$ cat src/rtl/mux_arbiter.sv
// mux_arbiter: round-robin owner of the shared 2:1 mux with a bounded hold time
// and one dead cycle on every change of ownership.
//
// state | meaning
// IDLE  | no owner, mux disabled, oSel keeps its last value
// OWN_A | A owns the mux, oSel=0
// OWN_B | B owns the mux, oSel=1
// GAP   | single dead cycle between owners, mux disabled
module mux_arbiter #(
   parameter int HOLD_MAX = 4,
   parameter int CNT_W    = 3
) (
   input  logic iClk,
   input  logic iClr,
   input  logic iReqA,
   input  logic iReqB,
   output logic oGntA,
   output logic oGntB,
   output logic oSel,
   output logic oEnb,
   output logic oBusy
);

   typedef enum logic [1:0] {IDLE, OWN_A, OWN_B, GAP} state_t;

   localparam logic [CNT_W-1:0] L_HOLD_MAX = CNT_W'(HOLD_MAX);
   localparam logic [CNT_W-1:0] L_ONE      = CNT_W'(1);

   state_t           r_state, w_state_nxt;
   logic [CNT_W-1:0] r_cnt, w_cnt_nxt;
   logic             r_last_b, w_last_b_nxt;
   logic             r_gnt_a, r_gnt_b, r_sel, r_enb, r_busy;
   logic             w_pick_a, w_pick_b, w_at_max;

   // Tie goes to whoever was not served last.
   assign w_pick_a = iReqA & (~iReqB | r_last_b);
   assign w_pick_b = iReqB & (~iReqA | ~r_last_b);
   assign w_at_max = (r_cnt >= L_HOLD_MAX);

   always_comb begin
      w_state_nxt  = r_state;
      w_cnt_nxt    = r_cnt;
      w_last_b_nxt = r_last_b;
      case (r_state)
         IDLE, GAP: begin
            if (w_pick_a) begin
               w_state_nxt  = OWN_A;
               w_cnt_nxt    = L_ONE;
               w_last_b_nxt = 1'b0;
            end else if (w_pick_b) begin
               w_state_nxt  = OWN_B;
               w_cnt_nxt    = L_ONE;
               w_last_b_nxt = 1'b1;
            end else begin
               w_state_nxt  = IDLE;
            end
         end
         OWN_A: begin
            if (!iReqA)          w_state_nxt = iReqB ? GAP : IDLE;
            else if (!w_at_max)  w_cnt_nxt   = r_cnt + L_ONE;
            else if (iReqB)      w_state_nxt = GAP;
         end
         OWN_B: begin
            if (!iReqB)          w_state_nxt = iReqA ? GAP : IDLE;
            else if (!w_at_max)  w_cnt_nxt   = r_cnt + L_ONE;
            else if (iReqA)      w_state_nxt = GAP;
         end
         default: w_state_nxt = IDLE;
      endcase
   end

   // Outputs are registered from the next state so they line up with r_state.
   always_ff @(posedge iClk or negedge iClr) begin
      if (!iClr) begin
         r_state  <= IDLE;
         r_cnt    <= '0;
         r_last_b <= 1'b1;
         r_gnt_a  <= 1'b0;
         r_gnt_b  <= 1'b0;
         r_sel    <= 1'b0;
         r_enb    <= 1'b0;
         r_busy   <= 1'b0;
      end else begin
         r_state  <= w_state_nxt;
         r_cnt    <= w_cnt_nxt;
         r_last_b <= w_last_b_nxt;
         r_gnt_a  <= (w_state_nxt == OWN_A);
         r_gnt_b  <= (w_state_nxt == OWN_B);
         r_enb    <= (w_state_nxt == OWN_A) || (w_state_nxt == OWN_B);
         r_busy   <= (w_state_nxt != IDLE);
         if (w_state_nxt == OWN_B)      r_sel <= 1'b1;
         else if (w_state_nxt == OWN_A) r_sel <= 1'b0;
      end
   end

   assign oGntA = r_gnt_a;
   assign oGntB = r_gnt_b;
   assign oSel  = r_sel;
   assign oEnb  = r_enb;
   assign oBusy = r_busy;

endmodule

$ cat config.mk
export PLATFORM = sky130hd
export DESIGN_NAME = mux_arbiter
export DESIGN_NICKNAME = d
export VERILOG_FILES = /design/src/rtl/mux_arbiter.sv
export SDC_FILE = /design/constraint.sdc
export NUM_CORES = 1
export LEC_CHECK = 0
export ABC_AREA = 1
export BUFFER_PORTS_ARGS = -buffer_cell sky130_fd_sc_hd__buf_4
export CORE_AREA = 2 2 39 41
export DETAILED_ROUTE_END_ITERATION = 8
export DIE_AREA = 0 0 41 43
export GPL_TIMING_DRIVEN = 0
export HOLD_SLACK_MARGIN = 0.06
export PLACE_DENSITY = 0.79
export SLEW_MARGIN = 20
export SYNTH_ARGS = -nofsm -noshare
export SYNTH_HDL_FRONTEND = slang
export SYNTH_SLANG_ARGS = --single-unit
$ cat constraint.sdc
create_clock -name iClk -period 2.4 [get_ports iClk]
set_input_delay 0.12 -clock iClk [delete_from_list [all_inputs] [get_ports iClk]]
set_output_delay 0.12 -clock iClk [all_outputs]
set_load 0.03 [all_outputs]
After elaboration in Yosys (flattened, before gate mapping)
Cells that the tools add are included.

word-level totals
  register bits after elaboration = 11
  output and inout port bits = 5

cells by class
  add/sub/neg operators = 1
  $lt $le $gt $ge = 1
  eq/ne operators = 8
  multiplexer cells = 21
  bitwise gates (word level) = 7
  reduce and logical (&&, ||, !) cells = 8

operators with widths
  cell                   number
  $mux W2                10
  $mux W3                5
  $pmux W3 S3            1
  $eq A2 B2 Y1 const B   3
  $pmux W2 S3            1
  $reduce_bool A2 Y1     3
  $eq A2 B1 Y1 const B   2
  $mux W1                4
  $ne A2 B2 Y1 const B   2
  $add A3 B1 Y3 const B  1
  $ge A3 B3 Y1 const B   1
  $ne A3 B3 Y1 const B   1
  $not A1 Y1             3
  $reduce_and A3 Y1      1
  $and A1 B1 Y1          2
  $logic_not A2 Y1       1
  $or A1 B1 Y1           2
  $reduce_and A2 Y1      1
  $reduce_or A2 Y1       1
  $logic_or A1 B1 Y1     1

Depth between registers and ports, before layout
  word-level depth = 9
  gate-level depth with buffers = 10
  gate-level depth less buffers = 10

Worst setup path before layout
Ideal clock, no wire load.

  kind = register to register
  from = reg r_state[0]
  to = reg r_sel, in the netlist oSel
  arrival time = 1,615 ps
  data required time = 2,275 ps
  path slack = 660 ps
  stages on the path, launching flop included = 8
  path buffers = 0
  period minus slack after synthesis = 1,740 ps
  path through = dfrtp_1 inv_1 ha_1 o21ai_2 nor2_1 a21oi_1 ha_1 mux2_2

between the ends
  word-level cells in the longest chain between the ends = 6
  elaborated cells between the ends (all ways) = 16
  classes of those cells = eq/ne: 5; mux: 8; reduce/logical: 3

ends and longest elaborated chain
  item                                           RTL line  RTL
  start: declaration                             29        state_t r_state, w_state_nxt;
  start signal: assignment                       84        r_state <= w_state_nxt;
  $mux W2 (on tied branches)                     66, 61
  $mux W2 (on tied branches)                     65, 60
  $mux W2 (on tied branches)                     64, 59
  $pmux W2 S3 (*)                                44        case (r_state)
  $eq A2 B2 Y1 or $eq A2 B1 Y1 (tied branches)   91, 92
  $mux W1 or $reduce_bool A2 Y1 (tied branches)  --
  end signal: assignment                         80        r_sel <= 1'b0;
  end signal: assignment                         91        if (w_state_nxt == OWN_B) r_sel <= 1'b1;
  end signal: assignment                         92        else if (w_state_nxt == OWN_A) r_sel <= 1'b0;
  end: declaration                               32        logic r_gnt_a, r_gnt_b, r_sel, r_enb, r_busy;

Mark *: on every way between the ends. The rest lies on a longest branch, timed or not.
A chain may end at the register's enable or synchronous reset.

Worst setup path in the final report
Ends and elaborated chain as after synthesis.

==> results by group <==
Yosys
  – Ys async rst share: 100.0%
  – Synth top area cells: dfrtp_1 (40%), ha_1 (14%), nand2_1 (14%)
  – Number of flops mapped to enable cells by yosys: 0
  – Area leader, netlist: dfrtp_1
  – Commonest cells in the synthesized netlist: nand2_1 (23), inv_1 (12), dfrtp_1 (10)
  – Simple-gate area share of the yosys netlist: between 20 and 25%
  – Synthesized Nets: 85
  – Post-synthesis mux area share: about 1.8%
  – Area fraction in compound gates after synthesis: between 6 and 7%
  – Flops & latches, synth: 11
  – Yosys warnings: 0
  – Adder-cell share of the synthesized area: around 14%
  – Yosys cell types: 16
  – Primary FF master, synth: dfrtp_1
  – Synth Area in XOR/XNOR: 0%
  – Count leader, synth: nand2_1
  – Sequential share of the synthesized area: 44.65%
  – Mapped Cells: 74
  – Largest family of logic cells by synthesized area: simple AND/OR/NAND/NOR gates
  – Synthesized area: 619.3 sq um
  – Yosys top cell area share: roughly two fifths
  – Syn Area/Cell: between 8 and 9 sq um

Clock network
  – Clk Latency, worst-skew pair: 0.27 ns
  – H-Tree Depth: 1
  – CTS buffer count: 3
  – Clock transition at path regs: approximately 0.07 ns
  – CTS Buffer Depth: 2
  – CTS tree: done
  – Setup Buffers After CTS: 0
  – Root buf cell: clkbuf_4
  – Num Clock Sinks: 11

Layout
  – Layout cell share with drive strength beyond 1: ~24%
  – Final net count: 99
  – Ant. Diodes: 0
  – Area added between synthesis and finish: 18.79%

Floorplan
  – Total die area: approximately 1800 sq um
  – Initial Util: around 45%
  – Die height: ~43 um
  – Site Rows: 14
  – Die width: slightly above 40 um
  – Core box area: around 1400 sq um
  – Io pins: 9

Pwr
  – P per Cell Area: between 1000 and 1500 nW/um^2
  – Lkg Pwr: 0.0004070 uW
  – Maximum VDD drop: 0.7436 mV

Detailed routing
  – Drt pass-1 iters: 7
  – Total Wirelength: around 1000 um
  – Post-DRT Antenna Nets: 0
  – 1st-iter DRT viols: 5
  – Total number of vias: about 480
  – Vias/cell: around 4.6
  – # DRC: 0
  – Post-DR wirelength/cell: about 10 um

Hold path
  – HP Class: input pin to register

Timing
  – Clock Skew: around 0.0023 ns
  – Setup Viol. Count Final: 0
  – Final Hold Fails: 0
  – Min setup slack post-route: approximately 0.53 ns
  – RSZ-0062 raised after global routing: false
  – Pins Over Slew Limit: 0
  – Slew headroom: between 80% and 90%
  – Setup TNS Final: 0 ns
  – Min cycle time layout: between 1.5 and 2 ns
  – Worst-Margin Slew: between 0.2 and 0.25 ns
  – Max Clk Rate: 0.5360 GHz
  – Period utilization: between 70% and 80%

Setup path
  – Required @ worst endpoint: roughly 2.6 ns
  – Type of origin of the critical path: register
  – Critical Path AT: around 2 ns
  – Flop-to-flop setup slack: 0.53 ns
  – Crit Path Max Fanout: 4
  – Critical Path End Type: register
  – Crit Path Class: register to register

GRT
  – GRT Overall Usage: 13.78%
  – First-pass GRT wire length: between 1500 and 2000 um
  – Initial antenna violation count: 0
  – Vias in the first global route: about 440
  – Largest net degree at the start of global routing: 12
  – GRT Residual Overflow: 0

Placed design
  – Placed wire-length estimate: between 700 and 800 um
  – Placer Congestion: between 0.7 and 0.8
  – Port Buf Inserts: 8
  – Pre-CTS setup slack: around 0.55 ns

Run status
  – Outcome: finished clean

Run
  – Max cap viols: 0
==> final timing paths <==
kind,startpoint,to,cells past startpoint
worst max-delay path,r_state[0],oSel,7
worst min-delay path,iReqB,r_last_b,4
worst max register to register,r_state[0],oSel,7
worst min register to register,r_last_b,r_last_b,2
max in group asynchronous,iClr,r_last_b,2
min in group asynchronous,iClr,oEnb,2
==> what timing repair did <==
action	4_1_cts	5_1_grt
resized for setup	0	0
endpoints found under the hold margin	11	0
hold buffers	1	0
==> logic make-up (layout without fill, tap and decap cells) <==
kind of cell             count (synthesis)  in the layout
AND/OR/NAND/NOR                         35             35
buffers and inverters                   14             27
flip-flops                              11             11
adder cells (fa/ha/maj)                  7              7
AO/OA/AOI/OAI                            6              6
multiplexers                             1              1
==> report_power, final <==
group	switching (uW)	internal, uW	total, uW
Sequential	47.8	282	330
Combinational	369	226	595
Clock	59.7	64.3	124
==> stage by stage <==
| step | hold WS (ns) | std cells | utilization, % | instance area [sq um] | total power (uW) |
|---|---|---|---|---|---|
| 6_report | 0.1853 | 103 | 53.16 | 735.7 | 1048 |
| 5_1_grt | 0.2234 | 103 | 53.16 | 735.7 | 1150 |
| 4_1_cts | 0.1771 | 103 | 53.16 | 735.7 | 1058 |
| 3_5_place_dp | -0.04110 | 98 | 50.54 | 699.4 | 928.8 |
| 3_3_place_gp | -0.04238 | 98 | 50.54 | 699.4 | 907.9 |
| 2_1_floorplan | -0.1756 | 74 | - | 619.3 | 776.7 |
==> per-layer routing <==
| metal | vias to the layer above | share of wire [%] | track usage [%] |
|---|---|---|---|
| met5 | - | 0 | 0 |
| met4 | 0 | 1.5 | 6.000 |
| met3 | 2 | 2.9 | 4.712 |
| met2 | 8 | 47 | 20.94 |
| met1 | 214 | 48 | 16.95 |
| li1 | 253 | - | - |
==> layout by cell type, fill, tap and decap left out, types with 3 or more instances in the layout <==
master / synthesis / layout
nand2_1: 23 / 23
inv_1: 12 / 12
dfrtp_1: 10 / 10
buf_4: 0 / 8
ha_1: 7 / 7
nand3_1: 5 / 5
nor2_2: 3 / 3
a21oi_1: 3 / 3
clkbuf_4: 0 / 3
==> sequential cells by signal (all words and copies together) (netlist names) <==
| signal | count |
|---|---|
| oGntB | 1 |
| oBusy | 1 |
| oGntA | 1 |
| oSel | 1 |
| r_cnt | 3 |
| r_state | 2 |
| oEnb | 1 |
| r_last_b | 1 |
==> layout make-up <==
| cell class | count | area, sq um |
|---|---|---|
| Fill cell | 120 | 648.1 |
| Multi-Input combinational cell | 49 | 289.0 |
| Sequential cell | 11 | 276.5 |
| Timing Repair Buffer | 9 | 70.07 |
| Inverter | 14 | 53.80 |
| Clock buffer | 4 | 26.28 |
| Tap cell | 16 | 20.02 |
==> critical path, cell delays in order (launching register included) <==
cell and delay (ns):
dfrtp_1 0.34, inv_1 0.07, ha_1 0.36, o21ai_2 0.10
nor2_1 0.15, a21oi_1 0.08, ha_1 0.31, mux2_2 0.33
Note: power is estimated with default switching activity, not from simulation.
